===== src/rtl/temp_hyst_monitor_if.sv =====
// temp_hyst_monitor_if: sample/threshold inputs and warning outputs of the
// multi-channel temperature hysteresis monitor. The master drives samples and
// thresholds; the slave (the monitor) drives warning state back.
interface temp_hyst_monitor_if #(
  parameter int WIDTH    = 16,
  parameter int CHANNELS = 4
);
  localparam int COUNT_W = $clog2(CHANNELS + 1);

  logic                      sample_valid;
  logic [CHANNELS*WIDTH-1:0] temp_in;
  logic [WIDTH-1:0]          temp_high;
  logic [WIDTH-1:0]          temp_low;
  logic                      alarm_clear;
  logic [CHANNELS-1:0]       warn;
  logic                      warn_any;
  logic [COUNT_W-1:0]        warn_count;
  logic                      warn_event;
  logic [CHANNELS-1:0]       alarm_sticky;

  modport master (
    output sample_valid, temp_in, temp_high, temp_low, alarm_clear,
    input  warn, warn_any, warn_count, warn_event, alarm_sticky
  );

  modport slave (
    input  sample_valid, temp_in, temp_high, temp_low, alarm_clear,
    output warn, warn_any, warn_count, warn_event, alarm_sticky
  );
endinterface


===== src/rtl/temp_hyst_monitor.sv =====
// temp_hyst_monitor: per-channel IDLE/WARN hysteresis FSM with a debounce
// counter. A channel enters WARN after DEBOUNCE consecutive valid samples
// above temp_high and leaves it after DEBOUNCE consecutive valid samples below
// temp_low. Invalid cycles neither advance nor break a run.
// Optional feature: define TEMP_STICKY_EN to build the per-channel sticky
// alarm history (cleared by alarm_clear; a new WARN entry wins over a clear).
module temp_hyst_monitor #(
  parameter int WIDTH    = 16,
  parameter int CHANNELS = 4,
  parameter int DEBOUNCE = 4
) (
  input  logic                 clk,
  input  logic                 reset,
  temp_hyst_monitor_if.slave   bus
);
  localparam int CNT_W   = $clog2(DEBOUNCE + 1);
  localparam int COUNT_W = $clog2(CHANNELS + 1);
  localparam logic [CNT_W-1:0] CNT_LAST = CNT_W'(DEBOUNCE - 1);

  typedef enum logic {IDLE = 1'b0, WARN = 1'b1} state_t;

  state_t              state_q [CHANNELS];
  state_t              state_d [CHANNELS];
  logic [CNT_W-1:0]    cnt_q   [CHANNELS];
  logic [CNT_W-1:0]    cnt_d   [CHANNELS];
  logic [CHANNELS-1:0] hot;
  logic [CHANNELS-1:0] cold;
  logic [CHANNELS-1:0] enter_warn;
  logic [CHANNELS-1:0] warn_vec;
  logic [COUNT_W-1:0]  warn_total;
  logic                event_q;

  // Strict unsigned threshold compares against the live thresholds.
  always_comb begin
    for (int i = 0; i < CHANNELS; i++) begin
      hot[i]  = bus.temp_in[i*WIDTH +: WIDTH] > bus.temp_high;
      cold[i] = bus.temp_in[i*WIDTH +: WIDTH] < bus.temp_low;
    end
  end

  // Next state and debounce count per channel; flags IDLE->WARN entries.
  always_comb begin
    for (int i = 0; i < CHANNELS; i++) begin
      // NOTE: every output gets a default before any branch, so no path leaves
      // a value unassigned and no latch is inferred.
      state_d[i]    = state_q[i];
      cnt_d[i]      = cnt_q[i];
      enter_warn[i] = 1'b0;
      if (bus.sample_valid) begin
        case (state_q[i])
          IDLE: begin
            if (!hot[i]) begin
              cnt_d[i] = '0;
            end else if (cnt_q[i] == CNT_LAST) begin
              state_d[i]    = WARN;
              cnt_d[i]      = '0;
              enter_warn[i] = 1'b1;
            end else begin
              cnt_d[i] = cnt_q[i] + CNT_W'(1);
            end
          end
          WARN: begin
            if (!cold[i]) begin
              cnt_d[i] = '0;
            end else if (cnt_q[i] == CNT_LAST) begin
              state_d[i] = IDLE;
              cnt_d[i]   = '0;
            end else begin
              cnt_d[i] = cnt_q[i] + CNT_W'(1);
            end
          end
          default: begin
            state_d[i] = IDLE;
            cnt_d[i]   = '0;
          end
        endcase
      end
    end
  end

  // State and count registers; reset discards any partial debounce run.
  always_ff @(posedge clk) begin
    for (int i = 0; i < CHANNELS; i++) begin
      // NOTE: these per-channel arrays are a few flops each, not a RAM, so they
      // take a reset like any other control state.
      if (reset) begin
        // NOTE: sequential state uses non-blocking assignments so every flop
        // samples pre-edge values regardless of statement order.
        state_q[i] <= IDLE;
        cnt_q[i]   <= '0;
      end else begin
        state_q[i] <= state_d[i];
        cnt_q[i]   <= cnt_d[i];
      end
    end
  end

  // One-cycle event after any channel enters WARN; exits do not pulse.
  always_ff @(posedge clk) begin
    if (reset) event_q <= 1'b0;
    else       event_q <= |enter_warn;
  end

  // Per-channel warning view and its population count.
  always_comb begin
    warn_total = '0;
    for (int i = 0; i < CHANNELS; i++) begin
      warn_vec[i] = (state_q[i] == WARN);
      if (warn_vec[i]) warn_total = warn_total + COUNT_W'(1);
    end
  end

  assign bus.warn       = warn_vec;
  assign bus.warn_any   = |warn_vec;
  assign bus.warn_count = warn_total;
  assign bus.warn_event = event_q;

`ifdef TEMP_STICKY_EN
  logic [CHANNELS-1:0] sticky_q;

  // Sticky history: a clear drops old bits, a fresh WARN entry sets its bit.
  always_ff @(posedge clk) begin
    if (reset) sticky_q <= '0;
    else       sticky_q <= (bus.alarm_clear ? '0 : sticky_q) | enter_warn;
  end

  assign bus.alarm_sticky = sticky_q;
`else
  // Without sticky history the clear input has no effect.
  logic unused_alarm_clear;
  assign unused_alarm_clear = bus.alarm_clear;
  assign bus.alarm_sticky   = '0;
`endif
endmodule


===== src/flat_wrapper.sv =====
// flat-port wrapper written by rule: the top's interface ports become plain ports
module temp_hyst_monitor_flat 
#(
  parameter int WIDTH    = 16,
  parameter int CHANNELS = 4,
  parameter int DEBOUNCE = 4
)
  (clk, reset, bus_sample_valid, bus_temp_in, bus_temp_high, bus_temp_low, bus_alarm_clear, bus_warn, bus_warn_any, bus_warn_count, bus_warn_event, bus_alarm_sticky);
  temp_hyst_monitor_if #(.WIDTH(WIDTH), .CHANNELS(CHANNELS)) bus_i ();
  input  logic clk;
  input  logic reset;
  input wire logic [$bits(bus_i.sample_valid)-1:0] bus_sample_valid;
  input wire logic [$bits(bus_i.temp_in)-1:0] bus_temp_in;
  input wire logic [$bits(bus_i.temp_high)-1:0] bus_temp_high;
  input wire logic [$bits(bus_i.temp_low)-1:0] bus_temp_low;
  input wire logic [$bits(bus_i.alarm_clear)-1:0] bus_alarm_clear;
  output wire logic [$bits(bus_i.warn)-1:0] bus_warn;
  output wire logic [$bits(bus_i.warn_any)-1:0] bus_warn_any;
  output wire logic [$bits(bus_i.warn_count)-1:0] bus_warn_count;
  output wire logic [$bits(bus_i.warn_event)-1:0] bus_warn_event;
  output wire logic [$bits(bus_i.alarm_sticky)-1:0] bus_alarm_sticky;
  assign bus_i.sample_valid = bus_sample_valid;
  assign bus_i.temp_in = bus_temp_in;
  assign bus_i.temp_high = bus_temp_high;
  assign bus_i.temp_low = bus_temp_low;
  assign bus_i.alarm_clear = bus_alarm_clear;
  assign bus_warn = bus_i.warn;
  assign bus_warn_any = bus_i.warn_any;
  assign bus_warn_count = bus_i.warn_count;
  assign bus_warn_event = bus_i.warn_event;
  assign bus_alarm_sticky = bus_i.alarm_sticky;
  temp_hyst_monitor #(.WIDTH(WIDTH), .CHANNELS(CHANNELS), .DEBOUNCE(DEBOUNCE)) u_core (.clk(clk), .reset(reset), .bus(bus_i));
endmodule

===== config.mk =====
export PLATFORM = sky130hd
export DESIGN_NAME = temp_hyst_monitor_flat
export DESIGN_NICKNAME = d
export VERILOG_FILES = /design/src/rtl/temp_hyst_monitor_if.sv /design/src/rtl/temp_hyst_monitor.sv /design/src/flat_wrapper.sv
export SDC_FILE = /design/constraint.sdc
export NUM_CORES = 1
export LEC_CHECK = 0
export ABC_CLOCK_PERIOD_IN_PS = 2790
export CAP_MARGIN = 20
export CORE_UTILIZATION = 49
export CTS_CLUSTER_SIZE = 24
export DETAILED_ROUTE_END_ITERATION = 7
export PLACE_DENSITY = 0.83
export SLEW_MARGIN = 20
export SYNTH_ARGS = -nofsm -noshare
export SYNTH_HDL_FRONTEND = slang
export SYNTH_SLANG_ARGS = --single-unit

===== constraint.sdc =====
create_clock -name clk -period 2.79 [get_ports clk]
set_input_delay 0.558 -clock clk [delete_from_list [all_inputs] [get_ports clk]]
set_output_delay 0.558 -clock clk [all_outputs]
set_load 0.05 [all_outputs]

==> impl_results.md <==
- Crit Path Class: input pin to flop
- Worst-Skew Late Latency: 0.25 ns
- Die X: 89.12 um
- Initial drt markers: 222
- Row count: 31
- Worst EP required: 2.92 ns
- Clk buf depth: 2
- Num Clock Sinks: 17
- First-pass GRT wire length: 18.80 mm
- Total number of vias: 4170
- Syn Area/Cell: 8.300 um^2
- Peak supply drop: 0.2075 mV
- Setup_tns: 0 ns
- Crit path DAT: 2.86 ns
- Total die area: 7941 um^2
- Most used DFF post-synth: dfxtp_1
- Tightest Pin Transition: 0.5629 ns
- I/O Buffers: 107
- Status: complete, no violations
- Commonest non-fill, non-tap cell in the layout: ha_1
- Top post-synthesis cells by area: ha_1, dfxtp_1, a21oi_1
- Setup violators final: 0
- Post-route insts no fill: 705
- Routed WL per cell: 17.32 um
- Nets: 839
- CTS buffer count: 3
- Die extent in y: 89.12 um
- Post-CTS setup buffers: 0
- GR Util All Layers: 30.58%
- Diodes inserted: 0
- Overflow after GRT: 0
- Final worst path period need: 2.732 ns
- Cells after Synth: 448
- Highest clock rate: 366.0 MHz
- Top cell type's share of synthesized area: 44.41%
- Worst setup EP type: flop
- Fillers: 580
- Initial antenna violation count: 0
- # hold bufs at CTS: 0
- Register Area: 340.3 um^2
- CTS Root Cell: clkbuf_8
- CTS HTree Levels: 1
- Post-route clock period utilization: 97.94%
- Drt drc: 0
- Final wirelength: 12.21 mm
- Pwr dens: 216.5 nW/um^2
- Ys async rst share: 0%
- Max_cap viols: 0
- Most frequent cells in the layout: ha_1, clkdlybuf4s50_1, buf_4
- Yosys top cell by area: ha_1
- Ports: 113
- Post-synth EDFFs: 0
- Clock skew: 0.002174 ns
- TritonCTS clock tree: built
- Final hold vios: 0
- Startpoint types: input pin
- Area of the multi-input gates: 3254 um^2
- 1st-pass router iterations: 5
- Vias in the first global route: 4173
- Total power draw: 0.001165 W
- Synth cell types: 55
- Placed insts: 701
- Synth warnings: 0
- Slew Limit Fails: 0
- Rel. slew slack: 62.34%
- Cell area after synthesis: 3719 um^2
- Post-DP HPWL: 10.42 mm
- Vias per inst: 5.915
- Share of cells above drive strength 1: 12.87%
- RePlAce Congestion: 0.9438
- Area growth syn-to-layout: 44.68%
- Clock transition at path regs: 0.06 ns
- FF+latch count, synth: 17
- Leak pwr: 2.582 nW
- Post-synthesis sequential area ratio: 9.152%
- Pin count of the biggest net entering global routing: 18
- Crit-path max FO: 4
- Core box area: 7292 um^2
- Antenna viol nets, final: 0
- Worst min path class: flop to flop
- Initial Utilization: 51.00%
critical path, cell delays in order:
cell,delay [ns]
clkdlybuf4s50_1,0.45
inv_1,0.08
buf_4,0.14
ha_1,0.31
buf_4,0.15
a21oi_1,0.14
nand2_1,0.10
a221oi_1,0.34
a31oi_2,0.16
buf_4,0.16
a22oi_1,0.15
a21oi_1,0.12
Yosys cell counts, types with 3 or more instances:
cell type	number
nor2_1	15
nand3_1	16
nor2b_1	6
dfxtp_1	17
or3_1	3
a22oi_1	3
nand2_1	30
clkbuf_1	3
buf_4	4
and4_1	3
o211ai_1	4
inv_1	42
o41ai_1	4
o21ai_0	20
nand4_1	18
nand2b_1	7
a21o_1	9
nor4_1	5
a31oi_1	5
a211oi_1	4
and3_1	3
nor3_1	4
a21oi_1	45
ha_1	132
a221oi_1	4
timing repair:
action | in CTS | in global routing
gates resized for setup | 1 | 11
pin swaps | 0 | 1
endpoints found under the setup margin | 3 | 9
registers in the layout (all words and copies together) (netlist names):
name / count
u_core.bus.warn_event: 1
u_core.cnt_q: 12
u_core.state_q: 4
cell families (layout without fill, tap and decap cells):
kind of cell | count (synthesis) | count (layout) | share of synthesized area [%]
AO/OA/AOI/OAI | 126 | 126 | 22.85
multiplexers | 1 | 1 | 0.3028
other | 1 | 4 | 0.1008
AND/OR/NAND/NOR | 119 | 119 | 17.13
buffers and inverters | 49 | 204 | 5.350
flip-flops | 17 | 17 | 9.152
XOR/XNOR | 3 | 3 | 0.7067
adder cells (fa/ha/maj) | 132 | 132 | 44.41
per-stage QoR:
step	util (%)	setup WS (ns)	hold slack (ns)	cell area, um^2
after floorplan	-	0.01842	0.4273	3737
after detailed placement	72.39	-0.3163	0.4552	5279
after global routing	73.78	-0.01178	0.5122	5380
after global placement	72.39	-0.1957	0.4375	5279
final	73.78	0.05759	0.4683	5380
after CTS	73.10	0.02515	0.4700	5330
metal layers:
metal  wire length (um)  vias to the layer above  global-route usage [%]
li1                   -                     2032                       -
met1               5183                     1946                   37.05
met2               5963                      160                   56.42
met3                702                       32                   2.308
met4                359                        0                   10.97
met5                  0                        -                       0
area by class of cell:
class | instances | area share [%]
clock buffers | 4 | 0.8372
inverters | 42 | 2.930
multi-input cells | 385 | 60.49
flip-flops and latches | 17 | 6.326
well taps | 99 | 2.302
repair buffers | 158 | 27.12
power breakdown:
part           leakage [nW]  internal, W  switching, W  total [W]
Sequential            0.138     0.000249    0.00000480   0.000254
Combinational          2.42     0.000373      0.000350   0.000723
Clock                0.0228     0.000102     0.0000862   0.000188
Total                  2.58     0.000724      0.000441    0.00116
final timing paths:
check | from | cells after the start | end | slack (ns)
max reg2reg | u_core.cnt_q[0][3] | 4 | u_core.cnt_q[0][3] | 1.25
min reg2reg | u_core.cnt_q[1][4] | 2 | u_core.cnt_q[1][4] | 0.47
min | u_core.cnt_q[1][4] | 2 | u_core.cnt_q[1][4] | 0.47
max | bus_temp_high[14] | 12 | u_core.bus.warn_event | 0.06
Note: power is estimated with default switching activity, not from simulation.
==> RTL edit 1: new RTL, same settings <==
Build with the macro `TEMP_STICKY_EN` defined.
--- a/src/rtl/temp_hyst_monitor.sv
+++ b/src/rtl/temp_hyst_monitor.sv
@@ -6,2 +6,4 @@
 // alarm history (cleared by alarm_clear; a new WARN entry wins over a clear).
+`define TEMP_STICKY_EN
+
 module temp_hyst_monitor #(
Behaviour: not the same (Yosys sat finds a counterexample within 10 cycles, from zero or initial values and one cycle with reset high).
==> RTL edit 1 against the original RTL <==
The flow now finishes with violations (design-rule violations). Via count fell by 3.4%. Final area fell by 0.86%. Setup slack improved by 74 ps. Sequential cell count rose by 4. Clock skew rose by 8.9 ps. Area after synthesis rose by 4.1%. Sequential share of layout area rose by 1.6 points. Routed wire length fell by 5.2%. Worst hold slack improved by 11 ps. Clock power rose by 9%. Power rose by 1.5%. Fmax rose by 2.8%. Cell count fell by 1.3%. Largest cell class unchanged. Largest power group unchanged. Highest routed layer unchanged.
==> RTL edit 1: results (changes against the original RTL) <==
.. list-table::
   :header-rows: 1

   * - Metric
     - Value
   * - Number of distinct standard cells referenced by the synthesized netlist
     - 47 (-15%)
   * - Post-DP HPWL
     - 10.25 mm (-1.7%)
   * - Synth cell count leaders
     - sky130_fd_sc_hd__ha_1 (132), sky130_fd_sc_hd__a21oi_1 (55), sky130_fd_sc_hd__inv_1 (47)
   * - Initial DRT Pass Iterations
     - 6 (+1)
   * - Data arrival time of the critical path
     - 2850 ps (about the same)
   * - Int Pwr
     - 744.1 uW (+2.8%)
   * - Terminating pin of the worst hold path
     - u_core.cnt_q[3][1]
   * - Run status
     - complete, but fails checks
   * - Final estimated routing congestion in global placement
     - 0.9216 (-2.4%)
   * - Vias in the first global route
     - 4217 (+1.1%)
   * - Fill cell count
     - 610 (+5.2%)
   * - Total DRC errors in the routed layout
     - 1 (+1)
   * - Reg-to-reg slack, setup
     - 1330 ps (+80 ps)
   * - Source of the critical timing path
     - bus_temp_high[1]
   * - Post-synthesis mux area share
     - 0.002909 (-0.0001194)
   * - Area fraction in compound gates after synthesis
     - 0.2479 (+0.01943)
   * - Count of buffers inserted at the top-level ports
     - 112 (+4.7%)
   * - P_leak
     - 2.508 nW (-2.9%)
   * - Vias post-DR
     - 4030 (-3.4%)
   * - Share of synthesized area occupied by flip-flops and latches
     - 0.1086 (+0.01708)
   * - Maximum number of pins on one net before global-route repair
     - 15 (-3)
   * - Critical Path Fanout Max
     - 3 (-1)
   * - Clk power
     - 205 uW (+9%)
   * - Insertion delay of the later-clocked pin in the worst-skew pair
     - 270 ps (+20 ps)
   * - Worst setup slack after placement
     - -248.6 ps (+67.65 ps)
   * - Mean instance size in the synthesized netlist
     - 8.416 um^2 (+1.4%)
   * - Clock transition at the registers of the reported paths
     - 80 ps (+20 ps)
   * - Peak Freq
     - 376.2 MHz (+2.8%)
   * - Cell types occupying the most area after synthesis
     - sky130_fd_sc_hd__ha_1 (43%), sky130_fd_sc_hd__dfxtp_1 (11%), sky130_fd_sc_hd__a21oi_1 (7.1%)
   * - Worst-margin pin slew
     - 543.2 ps (-19.69 ps)
   * - Initial drt markers
     - 194 (-13%)
   * - First-pass GRT wire length
     - 19.14 mm (+1.8%)
   * - Violated checks
     - design-rule violations
   * - Part of the power in combinational logic
     - 0.564 (-0.057)
   * - Final #Nets
     - 827 (-1.4%)
   * - Sum of routed wire length over all layers
     - 11.58 mm (-5.2%)
   * - Launch point of the worst hold path
     - u_core.cnt_q[3][1]
## RTL edit 1: changes by cell type after synthesis, sizes merged, moves of 4 or more
| cell | unedited run | this run |
|---|---|---|
| a31oi | 5 | 1 |
| a221oi | 4 | 0 |
| nor4 | 5 | 1 |
| o32ai | 0 | 4 |
| a211oi | 4 | 10 |
| inv | 42 | 48 |
| o31ai | 2 | 6 |
| nand3 | 16 | 21 |
| dfxtp | 17 | 21 |
| a21oi | 45 | 59 |
## RTL edit 1: routing by layer
metal  track usage  wire length (um)  vias to the layer above
li1              -                 -                     2009
met1        0.3457              5033                     1837
met2        0.5051              5454                      154
met3       0.04209               659                       30
met4        0.1098               433                        0
met5             0                 0                        -
## RTL edit 1: layout make-up
cell class	instances	share of cell area
clock buffers	3	0.007741
clock inverters	1	0.0009383
inverters	48	0.03378
multi-input cells	387	0.6127
flip-flops and latches	21	0.07882
well taps	102	0.02393
repair buffers	134	0.2421
## RTL edit 1: critical path, stage by stage
cell	delay [ps]
sky130_fd_sc_hd__clkdlybuf4s50_1	450
sky130_fd_sc_hd__inv_1	90
sky130_fd_sc_hd__buf_4	150
sky130_fd_sc_hd__ha_1	290
sky130_fd_sc_hd__nor2b_1	120
sky130_fd_sc_hd__o211ai_1	100
sky130_fd_sc_hd__a2111oi_2	360
sky130_fd_sc_hd__a211oi_1	120
sky130_fd_sc_hd__a21oi_2	200
sky130_fd_sc_hd__nand3_1	190
sky130_fd_sc_hd__a41oi_2	220
## RTL edit 1: stage by stage
stage                     std cells    util
final                           696  0.6938
after global routing            696  0.6938
after CTS                       696  0.6932
after detailed placement        692  0.6872
after global placement          692  0.6872
after floorplan                 460       -
==> RTL edit 2: new RTL, same settings <==
Made on the original files. `DEBOUNCE` is set to 4 in 2 places; all go to 8.
--- a/src/rtl/temp_hyst_monitor.sv
+++ b/src/rtl/temp_hyst_monitor.sv
@@ -9,3 +9,3 @@
   parameter int CHANNELS = 4,
-  parameter int DEBOUNCE = 4
+  parameter int DEBOUNCE = 8
 ) (
--- a/src/flat_wrapper.sv
+++ b/src/flat_wrapper.sv
@@ -5,3 +5,3 @@
   parameter int CHANNELS = 4,
-  parameter int DEBOUNCE = 4
+  parameter int DEBOUNCE = 8
 )
Check against the original RTL: not equivalent (Yosys sat finds a counterexample within 10 cycles, from zero or initial values and one cycle with reset high).
==> RTL edit 2 against the original RTL <==
Clock skew increased by 1.9 ps. Highest routed layer unchanged. Largest cell class unchanged. Area after synthesis increased by 10%. Final area is 8.0% higher. Power increased by 6.1%. Setup slack improved by 8.6 ps. Non-clock buffer count is 7 higher. Sequential share of layout area is 0.91 points higher. Routed wire length rose by 9.8%. Critical endpoint is now u_core.cnt_q[0][1]. Sequential cell count rose by 4.
==> RTL edit 2: results (changes against the original RTL) <==
.. list-table::
   :header-rows: 1

   * - Metric
     - Value
   * - Setup Skew
     - 4.061 ps (+1.887 ps)
   * - Vias post-DR
     - 4662 (+12%)
   * - P_leak
     - 2.710 nW (+5.0%)
   * - Mean instance size in the synthesized netlist
     - 7.907 um^2 (-4.7%)
   * - Flop+latch power
     - 311 uW (+22%)
   * - Met2 capacity usage during global routing
     - 0.5453 (-0.01885)
   * - Vias in the first global route
     - 4771 (+14%)
   * - Fraction of final layout cells with drive strength greater than 1
     - 0.1193 (-0.009420)
   * - Post-DP HPWL
     - 11.28 mm (+8.2%)
   * - Cells on worst reg2reg path
     - 7 (+3)
   * - Critical path destination
     - u_core.cnt_q[0][1]
   * - Final #Nets
     - 912 (+8.7%)
   * - Routing usage on met1
     - 0.3574 (-0.01307)
   * - Data arrival time of the critical path
     - 2850 ps (about the same)
   * - Storage element area
     - 420.4 um^2 (+24%)
   * - Int Pwr
     - 770.5 uW (+6.5%)
   * - Fill cell count
     - 643 (+11%)
   * - Initial drt markers
     - 227 (+2.3%)
   * - Share of synthesized area occupied by flip-flops and latches
     - 0.1024 (+0.01092)
   * - Cell types occupying the most area after synthesis
     - sky130_fd_sc_hd__ha_1 (40%), sky130_fd_sc_hd__dfxtp_1 (10%), sky130_fd_sc_hd__a21oi_1 (7.7%)
   * - Clk power
     - 205 uW (+9%)
   * - Reg-to-reg slack, setup
     - 1350 ps (+100 ps)
   * - Area after detailed placement
     - 0.005667 mm^2 (+7.3%)
   * - Run status
     - complete, no violations
   * - Launch point of the worst hold path
     - u_core.cnt_q[1][1]
   * - Met3 Track Usage GR
     - 0.04797 (+0.02488)
   * - Max reg flops
     - 16 (+4)
-- RTL edit 2: cell count changes in the layout (fill, tap and decap cells not counted), moves of 5 or more --
cell / change
sky130_fd_sc_hd__nand2b_1: +13
sky130_fd_sc_hd__buf_4: +7
sky130_fd_sc_hd__nand3_1: +5
sky130_fd_sc_hd__nand4_1: +6
sky130_fd_sc_hd__a21oi_1: +17
sky130_fd_sc_hd__inv_1: +9
sky130_fd_sc_hd__o211ai_1: +7
sky130_fd_sc_hd__o22ai_1: +8
sky130_fd_sc_hd__o21ai_0: +6
-- RTL edit 2: layout make-up --
cell class                      count  share of cell area
Timing Repair Buffer              165              0.2601
Tap cell                          105             0.02261
Inverter                           52             0.03359
Clock inverter                      1           0.0008613
Clock buffer                        3            0.007106
Multi-Input combinational cell    437              0.6034
Sequential cell                    21             0.07235
-- RTL edit 2: kinds of logic (layout without fill, tap and decap cells) --
kind of cell               Yosys count  after routing  synth area share
and+or+nand+nor                    157            157            0.2076
AOI/OAI and AO/OA                  140            140            0.2149
adders and majority gates          132            132            0.4024
buffers and inverters               64            221           0.06250
DFF                                 21             21            0.1024
xor gates and xnor gates             3              3          0.006404
other                                1              4         0.0009138
muxes                                1              1          0.002744
-- RTL edit 2: per-layer routing --
layer  share of wire  wire [um]
met3           0.073        983
met5               0          0
met4           0.027        361
met1            0.42       5644
met2            0.48       6417
-- RTL edit 2: per-stage QoR --
step | utilization | setup WS (ps)
after global placement | 0.6931 | -195.5
final | 0.7107 | 66.21
after global routing | 0.7107 | -40.11
after floorplan | - | 84.59
after CTS | 0.6988 | 39.54
after detailed placement | 0.6931 | -226.6
-- RTL edit 2: what timing repair did --
item / CTS / global route
gates resized for setup: 0 / 11
buffers inserted: 0 / 5
setup endpoints to repair: 0 / 18
